## src/rtl/ex_operand_stage.sv

```systemverilog
`default_nettype none
// +--------------------------------------------------------------------------+
// | Module      : ex_operand_stage                                           |
// | Description : MIPS ID/EX register with ALU-op decode, operand forwarding |
// |               and load-use stall / bubble insertion.                     |
// | Revision    : 1.0 - initial release                                      |
// +--------------------------------------------------------------------------+
module ex_operand_stage #(
    parameter int XLEN  = 32,
    parameter int RADDR = 5
) (
    input  logic             clk,
    input  logic             rst_n,
    input  logic             id_valid,
    input  logic [31:0]      id_instr,
    input  logic [XLEN-1:0]  id_rs_data,
    input  logic [XLEN-1:0]  id_rt_data,
    input  logic             flush,
    input  logic             exmem_regwrite,
    input  logic [RADDR-1:0] exmem_rd,
    input  logic [XLEN-1:0]  exmem_result,
    input  logic             memwb_regwrite,
    input  logic [RADDR-1:0] memwb_rd,
    input  logic [XLEN-1:0]  memwb_result,
    output logic             id_stall,
    output logic             ex_valid,
    output logic [3:0]       ex_op,
    output logic [4:0]       ex_shamt,
    output logic [XLEN-1:0]  ex_a,
    output logic [XLEN-1:0]  ex_b,
    output logic [XLEN-1:0]  ex_store_data,
    output logic [RADDR-1:0] ex_rd,
    output logic             ex_regwrite,
    output logic             ex_memread,
    output logic             ex_memwrite,
    output logic             ex_jr,
    output logic             ex_branch
);

    localparam logic [3:0] c_OP_AND = 4'b0000;
    localparam logic [3:0] c_OP_OR  = 4'b0001;
    localparam logic [3:0] c_OP_ADD = 4'b0010;
    localparam logic [3:0] c_OP_JR  = 4'b0011;
    localparam logic [3:0] c_OP_SLL = 4'b0100;
    localparam logic [3:0] c_OP_SRL = 4'b0101;
    localparam logic [3:0] c_OP_SUB = 4'b0110;
    localparam logic [3:0] c_OP_SLT = 4'b0111;

    localparam logic [5:0] c_OPC_RTYPE = 6'h00;
    localparam logic [5:0] c_OPC_BEQ   = 6'h04;
    localparam logic [5:0] c_OPC_ADDI  = 6'h08;
    localparam logic [5:0] c_OPC_SLTI  = 6'h0A;
    localparam logic [5:0] c_OPC_ANDI  = 6'h0C;
    localparam logic [5:0] c_OPC_ORI   = 6'h0D;
    localparam logic [5:0] c_OPC_LW    = 6'h23;
    localparam logic [5:0] c_OPC_SW    = 6'h2B;

    // Instruction fields
    logic [5:0]       w_opcode;
    logic [5:0]       w_funct;
    logic [RADDR-1:0] w_id_rs;
    logic [RADDR-1:0] w_id_rt;
    logic [RADDR-1:0] w_id_rd;
    logic [4:0]       w_id_shamt;
    logic [15:0]      w_imm;
    logic [XLEN-1:0]  w_imm_sext;
    logic [XLEN-1:0]  w_imm_zext;

    assign w_opcode   = id_instr[31:26];
    assign w_id_rs    = id_instr[25:21];
    assign w_id_rt    = id_instr[20:16];
    assign w_id_rd    = id_instr[15:11];
    assign w_id_shamt = id_instr[10:6];
    assign w_funct    = id_instr[5:0];
    assign w_imm      = id_instr[15:0];
    assign w_imm_sext = {{(XLEN-16){w_imm[15]}}, w_imm};
    assign w_imm_zext = {{(XLEN-16){1'b0}}, w_imm};

    // Decoded ID instruction
    logic             w_dec_valid;
    logic [3:0]       w_dec_op;
    logic [4:0]       w_dec_shamt;
    logic             w_dec_b_is_rt;
    logic [XLEN-1:0]  w_dec_imm;
    logic [RADDR-1:0] w_dec_rd;
    logic             w_dec_regwrite;
    logic             w_dec_memread;
    logic             w_dec_memwrite;
    logic             w_dec_jr;
    logic             w_dec_branch;
    logic             w_reads_rt;

    always_comb begin
        w_dec_valid    = 1'b0;
        w_dec_op       = c_OP_ADD;
        w_dec_shamt    = 5'd0;
        w_dec_b_is_rt  = 1'b0;
        w_dec_imm      = '0;
        w_dec_rd       = '0;
        w_dec_regwrite = 1'b0;
        w_dec_memread  = 1'b0;
        w_dec_memwrite = 1'b0;
        w_dec_jr       = 1'b0;
        w_dec_branch   = 1'b0;
        w_reads_rt     = 1'b0;
        case (w_opcode)
            c_OPC_RTYPE: begin
                w_reads_rt     = 1'b1;
                w_dec_b_is_rt  = 1'b1;
                w_dec_rd       = w_id_rd;
                w_dec_regwrite = 1'b1;
                w_dec_valid    = 1'b1;
                case (w_funct)
                    6'h20, 6'h21: w_dec_op = c_OP_ADD;
                    6'h22, 6'h23: w_dec_op = c_OP_SUB;
                    6'h24:        w_dec_op = c_OP_AND;
                    6'h25:        w_dec_op = c_OP_OR;
                    6'h2A:        w_dec_op = c_OP_SLT;
                    6'h00: begin
                        w_dec_op    = c_OP_SLL;
                        w_dec_shamt = w_id_shamt;
                    end
                    6'h02: begin
                        w_dec_op    = c_OP_SRL;
                        w_dec_shamt = w_id_shamt;
                    end
                    6'h08: begin
                        w_dec_op       = c_OP_JR;
                        w_dec_jr       = 1'b1;
                        w_dec_regwrite = 1'b0;
                        w_dec_rd       = '0;
                    end
                    default:      w_dec_valid = 1'b0;
                endcase
            end
            c_OPC_ADDI: begin
                w_dec_valid = 1'b1; w_dec_op = c_OP_ADD; w_dec_imm = w_imm_sext;
                w_dec_rd = w_id_rt; w_dec_regwrite = 1'b1;
            end
            c_OPC_SLTI: begin
                w_dec_valid = 1'b1; w_dec_op = c_OP_SLT; w_dec_imm = w_imm_sext;
                w_dec_rd = w_id_rt; w_dec_regwrite = 1'b1;
            end
            c_OPC_ANDI: begin
                w_dec_valid = 1'b1; w_dec_op = c_OP_AND; w_dec_imm = w_imm_zext;
                w_dec_rd = w_id_rt; w_dec_regwrite = 1'b1;
            end
            c_OPC_ORI: begin
                w_dec_valid = 1'b1; w_dec_op = c_OP_OR; w_dec_imm = w_imm_zext;
                w_dec_rd = w_id_rt; w_dec_regwrite = 1'b1;
            end
            c_OPC_LW: begin
                w_dec_valid = 1'b1; w_dec_op = c_OP_ADD; w_dec_imm = w_imm_sext;
                w_dec_rd = w_id_rt; w_dec_regwrite = 1'b1; w_dec_memread = 1'b1;
            end
            c_OPC_SW: begin
                w_dec_valid = 1'b1; w_dec_op = c_OP_ADD; w_dec_imm = w_imm_sext;
                w_dec_rd = w_id_rt; w_dec_memwrite = 1'b1; w_reads_rt = 1'b1;
            end
            c_OPC_BEQ: begin
                w_dec_valid = 1'b1; w_dec_op = c_OP_SUB; w_dec_b_is_rt = 1'b1;
                w_dec_rd = w_id_rt; w_dec_branch = 1'b1; w_reads_rt = 1'b1;
            end
            default: w_dec_valid = 1'b0;
        endcase
    end

    // EX-stage registers
    logic             r_valid;
    logic [3:0]       r_op;
    logic [4:0]       r_shamt;
    logic             r_b_is_rt;
    logic [RADDR-1:0] r_rs;
    logic [RADDR-1:0] r_rt;
    logic [XLEN-1:0]  r_rs_data;
    logic [XLEN-1:0]  r_rt_data;
    logic [XLEN-1:0]  r_imm;
    logic [RADDR-1:0] r_rd;
    logic             r_regwrite;
    logic             r_memread;
    logic             r_memwrite;
    logic             r_jr;
    logic             r_branch;

    logic w_stall;
    logic w_load_bubble;

    // The load in EX cannot forward its data until it reaches MEM/WB
    assign w_stall = r_valid && r_memread && (r_rd != '0) && id_valid &&
                     ((r_rd == w_id_rs) || ((r_rd == w_id_rt) && w_reads_rt));

    assign w_load_bubble = flush || w_stall || !id_valid || !w_dec_valid;

    always_ff @(posedge clk) begin
        if (!rst_n) begin
            r_valid    <= 1'b0;
            r_op       <= c_OP_AND;
            r_shamt    <= 5'd0;
            r_b_is_rt  <= 1'b0;
            r_rs       <= '0;
            r_rt       <= '0;
            r_rs_data  <= '0;
            r_rt_data  <= '0;
            r_imm      <= '0;
            r_rd       <= '0;
            r_regwrite <= 1'b0;
            r_memread  <= 1'b0;
            r_memwrite <= 1'b0;
            r_jr       <= 1'b0;
            r_branch   <= 1'b0;
        end else if (w_load_bubble) begin
            r_valid    <= 1'b0;
            r_op       <= c_OP_ADD;
            r_shamt    <= 5'd0;
            r_b_is_rt  <= 1'b0;
            r_rs       <= '0;
            r_rt       <= '0;
            r_rs_data  <= '0;
            r_rt_data  <= '0;
            r_imm      <= '0;
            r_rd       <= '0;
            r_regwrite <= 1'b0;
            r_memread  <= 1'b0;
            r_memwrite <= 1'b0;
            r_jr       <= 1'b0;
            r_branch   <= 1'b0;
        end else begin
            r_valid    <= 1'b1;
            r_op       <= w_dec_op;
            r_shamt    <= w_dec_shamt;
            r_b_is_rt  <= w_dec_b_is_rt;
            r_rs       <= w_id_rs;
            r_rt       <= w_id_rt;
            r_rs_data  <= id_rs_data;
            r_rt_data  <= id_rt_data;
            r_imm      <= w_dec_imm;
            r_rd       <= w_dec_rd;
            r_regwrite <= w_dec_regwrite && (w_dec_rd != '0);
            r_memread  <= w_dec_memread;
            r_memwrite <= w_dec_memwrite;
            r_jr       <= w_dec_jr;
            r_branch   <= w_dec_branch;
        end
    end

    // Forwarding: EX/MEM wins over MEM/WB; register $0 never forwards
    logic [XLEN-1:0] w_fwd_rs;
    logic [XLEN-1:0] w_fwd_rt;

    always_comb begin
        w_fwd_rs = r_rs_data;
        if (r_valid && exmem_regwrite && (exmem_rd == r_rs) && (r_rs != '0))
            w_fwd_rs = exmem_result;
        else if (r_valid && memwb_regwrite && (memwb_rd == r_rs) && (r_rs != '0))
            w_fwd_rs = memwb_result;
    end

    always_comb begin
        w_fwd_rt = r_rt_data;
        if (r_valid && exmem_regwrite && (exmem_rd == r_rt) && (r_rt != '0))
            w_fwd_rt = exmem_result;
        else if (r_valid && memwb_regwrite && (memwb_rd == r_rt) && (r_rt != '0))
            w_fwd_rt = memwb_result;
    end

    assign id_stall      = w_stall;
    assign ex_valid      = r_valid;
    assign ex_op         = r_op;
    assign ex_shamt      = r_shamt;
    assign ex_a          = w_fwd_rs;
    assign ex_b          = r_b_is_rt ? w_fwd_rt : r_imm;
    assign ex_store_data = w_fwd_rt;
    assign ex_rd         = r_rd;
    assign ex_regwrite   = r_regwrite;
    assign ex_memread    = r_memread;
    assign ex_memwrite   = r_memwrite;
    assign ex_jr         = r_jr;
    assign ex_branch     = r_branch;

endmodule
`default_nettype wire
```

## config.mk

```make
export PLATFORM = sky130hd
export DESIGN_NAME = ex_operand_stage
export DESIGN_NICKNAME = d
export VERILOG_FILES = /design/src/rtl/ex_operand_stage.sv
export SDC_FILE = /design/constraint.sdc
export NUM_CORES = 1
export LEC_CHECK = 0
export CORE_AREA = 3 3 113 115
export CTS_CLUSTER_SIZE = 30
export DETAILED_ROUTE_END_ITERATION = 8
export DIE_AREA = 0 0 116 118
export DONT_BUFFER_PORTS = 1
export GPL_TIMING_DRIVEN = 0
export HOLD_SLACK_MARGIN = 0.05
export PLACE_DENSITY_LB_ADDON = 0.2
export SYNTH_ARGS = -nofsm -noshare
export SYNTH_HDL_FRONTEND = slang
export SYNTH_SLANG_ARGS = --single-unit
```

## constraint.sdc

```tcl
create_clock -name clk -period 2.8 [get_ports clk]
set_input_delay 0.56 -clock clk [delete_from_list [all_inputs] [get_ports clk]]
set_output_delay 0.56 -clock clk [all_outputs]
set_load 0.01 [all_outputs]
```

Yosys cells after proc, flatten, opt, wreduce, memory -nomap -nowiden
Cells that the tools add are included.
{ "totals": {"word_cells": 103, "ff_bits": 126, "input_bits": 176, "output_inout_bits": 117} }
{ "op_classes": {"reduce_logical": 40, "n_eq_ne": 22, "bitwise_logic": 3, "muxes": 22} }
{ "ops": {"columns": ["op", "count"], "rows": [
  ["32-bit 2-to-1 mux", 5],
  ["32-bit one-hot mux with 2 select lines", 1],
  ["6-bit == test, second input constant", 9],
  ["5-bit == test", 6],
  ["6-bit by 4-bit == test with 1-bit output, second input constant", 5],
  ["3-bit one-hot mux with 7 select lines", 1],
  ["5-bit nonzero test", 4],
  ["1-bit logical AND", 16],
  ["3-bit one-hot mux with 5 select lines", 1],
  ["6-bit zero test", 2],
  ["5-bit one-hot mux with 2 select lines", 1],
  ["10-bit OR reduction", 1],
  ["2-bit OR reduction", 5],
  ["1-bit 2-to-1 mux", 9],
  ["4-bit OR reduction", 2],
  ["7-bit OR reduction", 1],
  ["6-bit by 2-bit == test with 1-bit output, second input constant", 1],
  ["6-bit by 3-bit == test with 1-bit output, second input constant", 1],
  ["3-bit OR reduction", 2],
  ["5-bit 2-to-1 mux", 1],
  ["5-bit OR reduction", 1],
  ["1-bit logical OR", 4],
  ["1-bit one-hot mux with 2 select lines", 2],
  ["1-bit inverter", 3],
  ["2 further kinds", 3]
]} }

Depth between registers and ports, before layout
Gate-level depths: netlist of the first run.
{ "logic_depth": {"ltp_word": 10, "ltp_mapped": 8, "depth_no_buf": 5} }

Least setup slack after synthesis of the first run
OpenSTA, ideal clock, no wires.
{ "synth_timing": {"path_kind": "input port to output port", "startpoint": "in exmem_rd[3]", "endpoint": "out ex_b[0]", "cell_stages": 6, "path_slack_ps": 240, "arrival_ps": 2000, "path_buffers": 1, "required_ps": 2240, "cell_sequence": "inv_1 a221o_1 nor4_1 buf_2 a211oi_2 o22ai_1"} }
{ "synth_via": {"elab_chain_len": 5} }
{ "synth_lines": {"columns": ["item", "line_no", "text"], "rows": [
  ["start: declaration", "20", "input logic [RADDR-1:0] exmem_rd,"],
  ["5-bit == test", "260", "if (r_valid && exmem_regwrite && (exmem_rd == r_rt) && (r_rt != '0))"],
  ["1-bit logical AND (2 in a row)", "260", null],
  ["32-bit 2-to-1 mux", "260", null],
  ["32-bit 2-to-1 mux", "271", "assign ex_b = r_b_is_rt ? w_fwd_rt : r_imm;"],
  ["end: declaration", "30", "output logic [XLEN-1:0] ex_b,"]
]} }
No other way between the ends.

Worst setup path after layout of the first run
{ "layout_timing": {"startpoint": "reg r_rt[4]", "endpoint": "out ex_b[1]"} }
{ "layout_via": {"elab_chain_len": 6, "elab_cells_between_ends": 10, "classes_between": "2 x eq/ne; 3 x mux; 5 x reduce/logical"} }
{ "layout_lines": {"columns": ["item", "line_no", "text"], "rows": [
  ["start: declaration", "174", "logic [RADDR-1:0] r_rt;"],
  ["start signal: assignment", "233", "r_rt <= w_id_rt;"],
  ["5-bit == test", "262", "else if (r_valid && memwb_regwrite && (memwb_rd == r_rt) && (r_rt != '0))"],
  ["1-bit logical AND (2 in a row)", "262", null],
  ["32-bit 2-to-1 mux", "262", null],
  ["32-bit 2-to-1 mux (*)", "260", null],
  ["32-bit 2-to-1 mux (*)", "271", null]
]} }
Mark *: on every way between the ends. The rest lies on a longest branch, timed or not.

==> run metrics, run 1 <==
Num CTS Buffers 9; Power Dens Cells 362 nW/µm²; RSZ-0062 raised after global routing true; die height between 100 and 150 µm; Async SR Flop Fraction 0%; Static Leak 0.00287 µW; Crit Path Class reg2out; Post-Synthesis Cells 749; syn_area_per_cell 8.05 µm²; crit path launch type flip-flop; DR vias 5854; drt pass-1 iters 5; crit path buf inv count 1; routed wire length around 23000 µm; FP Rows 40; dpl hpwl about 17000 µm; first-pass GRT wire length between 30000 and 40000 µm; Setup Skew ~0.0056 ns; PnR worst setup slack -0.204 ns; largest net degree at the start of global routing 17; Port-buffer cells 0; area of the mapped netlist 6030 µm²; die area 13700 µm²; Area growth syn-to-layout 34.1%; layout cell share with drive strength beyond 1 32.8%; Final min period 3.00 ns; WP data required 2.24 ns; Design Power between 2000 and 3000 µW; GRT Util Overall approximately a third; critical path peak fanout 8; hold_sp id_rt_data[21]; crit path launch r_rt[4]$_SDFF_PP0_; CTS tree done; launch point of the worst reg-to-reg path ex_rd[0]$_SDFF_PP0_; Synth Warn # 0; GP Congestion 0.901; clk_lat worst skew 0.35 ns; initial antenna violation count 1; CP Capture Type output pin; clock tree buffer depth 2; Worst Hold Class in2reg; syn nets 925; Peak VDD IR between 0.2 and 0.25 mV; Sink Count 111; pins over their slew limit 0; part of the Yosys area used for sequential elements between 30% and 40%; vias in the first global route between 5000 and 6000; Setup violations, final 63; max incr delay on CP 0.53 ns; area share of the largest cell type after synthesis 36.8%; flop and latch count out of synthesis 111; final worst path period share 107%; Worst-Margin Slew 0.850 ns; gr ovfl total 0; core area 11900 µm²; initial core utilization 50.6%; post-route ant nets 0; EDFF count, synth 0; CTS Root Cell clkbuf_16; Max-Cap Viols 0; WP data arrival about 2.4 ns; initial drt markers 422; Synth area leaders dfxtp_1, and2_1, a211oi_2; Avg WL per Cell 24.4 µm; CTS clk-pin slew, worst paths 0.07 ns; Post-Place Cell Area about 6200 µm²; H-tree depth 3; Avg Vias per Cell 6.27; Die Width 116 µm; post-synth cell types 49; setup_tns -5.82 ns; worst-path cell chain or4_4, o2111a_2, and3_4, buf_16, a211oi_4, o22ai_4; cell area after layout 8090 µm²; endpoints failing hold 0; ys flop type dfxtp_1; Fmax achieved 333 MHz; Slew headroom 43.3%; CP delay by family, top compound AO/OA/AOI/OAI gates; failing checks negative setup slack; CP max-delay cell or4_4; Top Ports around 290; DRC Markers 0; Yosys top cell by area dfxtp_1; Reg2Reg Setup Slack 0.55 ns; status finished with violations; hold buffers post-CTS 0; nets 958
Yosys cell counts (13+ instances only):
library cell and number:
o22ai_1 16, mux2i_1 34, a211oi_2 30, o21ai_0 71, xor2_1 14, xnor2_1 13, and2_1 92, o21ai_1 14
inv_1 55, dfxtp_1 111, nor2_1 77, clkbuf_1 38, a31oi_1 34, nand2_1 42
where the power goes:
part / internal [µW] / switching, µW / leakage [µW]
clock network: 615 / 565 / 0.000127
logic: 64.1 / 93.0 / 0.00185
registers: 1580 / 4.68 / 0.000900
total: 2260 / 663 / 0.00287
stage by stage:
step	instances	util [%]	hold WS [ns]	setup slack (ns)
finish	933	67.9	0.325	-0.204
global route	932	67.9	0.317	-0.241
CTS	920	64.5	0.317	-0.244
detailed placement	897	52.3	0.685	-0.627
global placement	896	52.2	0.683	-0.856
floorplan	749	-	0.682	0.240
area by class of cell:
class                      count  area (µm²)
inverter                      55         206
fill                         913        3820
multi-input combinational    528        4500
buffer                        54         440
clock inverter                 3        21.3
sequential                   111        2240
antenna                        2        5.00
tap                          147         184
timing repair buffer          23         251
clock buffer                  10         239
layer usage:
layer  vias up  GRT usage, %  share of wire (%)
li1       2615             -                  -
met1      2804          35.9                 37
met3        82          9.97                9.2
met4         0          14.9                4.2
met2       353          54.2                 50
met5         -             0                  0
flip-flops by register name (all words and copies together) (netlist names):
register / flops
ex_branch: 1
ex_jr: 1
ex_memread: 1
ex_memwrite: 1
ex_op: 3
ex_rd: 5
ex_regwrite: 1
ex_shamt: 5
ex_valid: 1
r_b_is_rt: 1
r_imm: 17
r_rs: 5
r_rs_data: 32
r_rt: 5
r_rt_data: 32
path summary, 6_finish.rpt:
| kind | cells past startpoint | to |
|---|---|---|
| worst max register to register | 7 | r_rt_data[22]$_SDFF_PP0_ |
| worst min register to register | 5 | ex_op[1]$_SDFF_PN0_ |
| worst min-delay path | 1 | r_rt_data[21]$_SDFF_PP0_ |
| worst max-delay path | 6 | ex_b[1] |
layout by cell type, fill, tap and decap left out, drive strengths merged, types with 14 or more instances in the layout:
| cell | instances |
|---|---|
| a211oi | 32 |
| a31oi | 34 |
| and2 | 92 |
| buf | 46 |
| clkbuf | 41 |
| dfxtp | 111 |
| inv | 56 |
| mux2i | 34 |
| nand2 | 42 |
| nor2 | 77 |
| o21ai | 85 |
| o22ai | 16 |
| xor2 | 14 |
what timing repair did:
item / 4_1_cts / 5_1_grt
gates resized for setup: 287 / 95
setup buffers: 8 / 12
setup endpoints to repair: 96 / 96
pin swaps: 83 / 31
gates cloned: 3 / 1
logic make-up after synthesis:
| family | count (synthesis) | synth area share [%] |
|---|---|---|
| DFF | 111 | 36.8 |
| and+or+nand+nor | 271 | 23.6 |
| xor gates and xnor gates | 27 | 3.92 |
| buffers and inverters | 110 | 7.65 |
| muxes | 34 | 5.64 |
| other | 1 | 0.0622 |
| AOI/OAI and AO/OA | 195 | 22.2 |
Note: power is estimated with default switching activity, not from simulation.
==> run 2: changes to the inputs <==
--- a/config.mk
+++ b/config.mk
@@ -13,6 +13,7 @@
 export GPL_TIMING_DRIVEN = 0
 export HOLD_SLACK_MARGIN = 0.05
 export PLACE_DENSITY_LB_ADDON = 0.2
+export SKIP_CTS_REPAIR_TIMING = 1
 export SYNTH_ARGS = -nofsm -noshare
 export SYNTH_HDL_FRONTEND = slang
 export SYNTH_SLANG_ARGS = --single-unit
==> run 2 against run 1 <==
Against the previous run: the flow still finishes with violations (negative setup slack); power fell by 0.72%; count of clock-buffer cells in the layout did not move; cell area fell by 5.3%; register-to-register slack got worse by 0.03 ns; sequential cell count did not move; clock skew barely moved; hold slack barely moved; maximum frequency rose by 0.25%; clock power barely moved; sequential power barely moved; wire length fell by 2.0%.
==> run metrics, run 2 (synthesis gave the netlist of run 1 again) <==
Avg WL per Cell about 24 µm; Reg2Reg Depth 7; Sink Count 111; logic gate share of total power roughly 5%; Static Leak 0.00274 µW; Worst-Margin Slew 0.817 ns; routed wire length approximately 22000 µm; commonest cells after routing, fill and taps aside dfxtp_1, and2_1, inv_1; gr ovfl total 0; Fmax achieved approximately 330 MHz; top flop regs r_rs_data (32), r_rt_data (32), r_imm (17); CTS tree done; failing checks negative setup slack; sequential share of power 54.7%; post-route ant nets 0; GP Congestion about 0.90; Worst R2R End r_rt_data[7]$_SDFF_PP0_; initial core utilization 50.6%; status finished with violations; commonest non-fill, non-tap cell in the layout dfxtp_1; DR vias 5776; Reg2Reg Setup Slack approximately 0.52 ns; clock tree buffer depth 2; pins over their slew limit 0; GRT Util Overall 29.1%; PnR worst setup slack -0.197 ns; switching share of power between 20% and 30%; Crit Path Class reg2out; WP data arrival ~2.4 ns; vias in the first global route 5416; initial antenna violation count 3; Final min period 3.00 ns; drt pass-1 iters 5; initial drt markers 487; setup_tns -8.16 ns; CTS Root Cell clkbuf_16; CP endpoint ex_b[10]; Slew headroom 45.5%; launch point of the worst reg-to-reg path ex_rd[0]$_SDFF_PP0_; layout cell share with drive strength beyond 1 31.1%; Die Width 116 µm; die area 13700 µm²; P_int 2260 µW; FP Rows 40; final worst path period share 107%; first-pass GRT wire length 30700 µm; RSZ-0062 raised after global routing true; nets between 900 and 1000; dpl cells 897; Peak VDD IR approximately 0.24 mV; endpoints failing hold 0; critical path peak fanout 10; Top Ports 293; crit path launch type flip-flop; Area growth syn-to-layout 27.0%; H-tree depth 3; core area about 12000 µm²; Num CTS Buffers 9; Max-Cap Viols 0; Port-buffer cells 0; CTS clk-pin slew, worst paths 0.07 ns; Power Dens Cells between 300 and 400 nW/µm²; Setup Skew 0.00562 ns; Worst Hold Class in2reg; Finished Layout Cells 927; clk_lat worst skew 0.35 ns; crit path launch r_rt[4]$_SDFF_PP0_; Setup violations, final 67; DRC Markers 0; Clock power frac around two fifths; largest net degree at the start of global routing 17; Avg Vias per Cell between 6 and 7; WP data required about 2.2 ns; P_sw 647 µW; die height 118 µm; CP Capture Type output pin; dpl hpwl 16700 µm
run 2: changes by cell type in the layout (fill, tap and decap cells not counted), sizes merged:
| cell | delta |
|---|---|
| clkbuf | -2 |
| diode | +2 |
| buf | -6 |
run 2: final cells by class:
cell class | count | area (µm²)
Antenna cell | 4 | 10.0
Buffer | 54 | 338
Clock buffer | 10 | 239
Clock inverter | 3 | 21.3
Fill cell | 989 | 4250
Inverter | 55 | 206
Multi-Input combinational cell | 528 | 4260
Sequential cell | 111 | 2240
Tap cell | 147 | 184
Timing Repair Buffer | 15 | 159
run 2: worst min path at each step:
stage | startpoint | endpoint | cells past startpoint
after global placement | id_rt_data[8] | r_rt_data[8]$_SDFF_PP0_ | 1
after global routing | id_rt_data[2] | r_rt_data[2]$_SDFF_PP0_ | 1
after CTS | id_rs_data[23] | r_rs_data[23]$_SDFF_PP0_ | 1
after floorplan | id_instr[0] | r_imm[0]$_SDFF_PP0_ | 1
after detailed placement | id_rs_data[23] | r_rs_data[23]$_SDFF_PP0_ | 1
final | id_rt_data[24] | r_rt_data[24]$_SDFF_PP0_ | 1
run 2: worst max-delay path, cell delays in order (launching register included):
cell	delay, ns
dfxtp_2	0.33
or4_4	0.54
o2111a_2	0.34
and3_4	0.22
buf_8	0.18
a211oi_4	0.30
o22ai_2	0.16
run 2: power by group through the flow:
stage	sequential [µW]	combinational (µW)	clock [µW]
2_1_floorplan	1630	97.9	0
3_3_place_gp	1630	117	0
3_5_place_dp	1630	121	0
4_1_cts	1590	121	1190
5_1_grt	1590	157	1260
6_report	1590	144	1170
run 2: stage by stage:
step	setup slack, ns	total power, µW	instance area [µm²]	hold WS (ns)	util (%)
global route	-0.261	3000	7660	0.318	64.3
detailed placement	-0.627	1750	6230	0.685	52.3
finish	-0.197	2910	7660	0.325	64.3
global placement	-0.856	1740	6220	0.683	52.2
CTS	-0.965	2910	6490	0.317	54.5
floorplan	0.240	1720	6030	0.682	-
run 2: per-layer routing:
metal / vias to the layer above / GRT usage [%] / wire [µm]
met5: - / 0 / 0
met4: 0 / 10.7 / 728
met3: 63 / 8.12 / 1990
met2: 347 / 49.5 / 11200
met1: 2772 / 34.5 / 8400
li1: 2594 / - / -
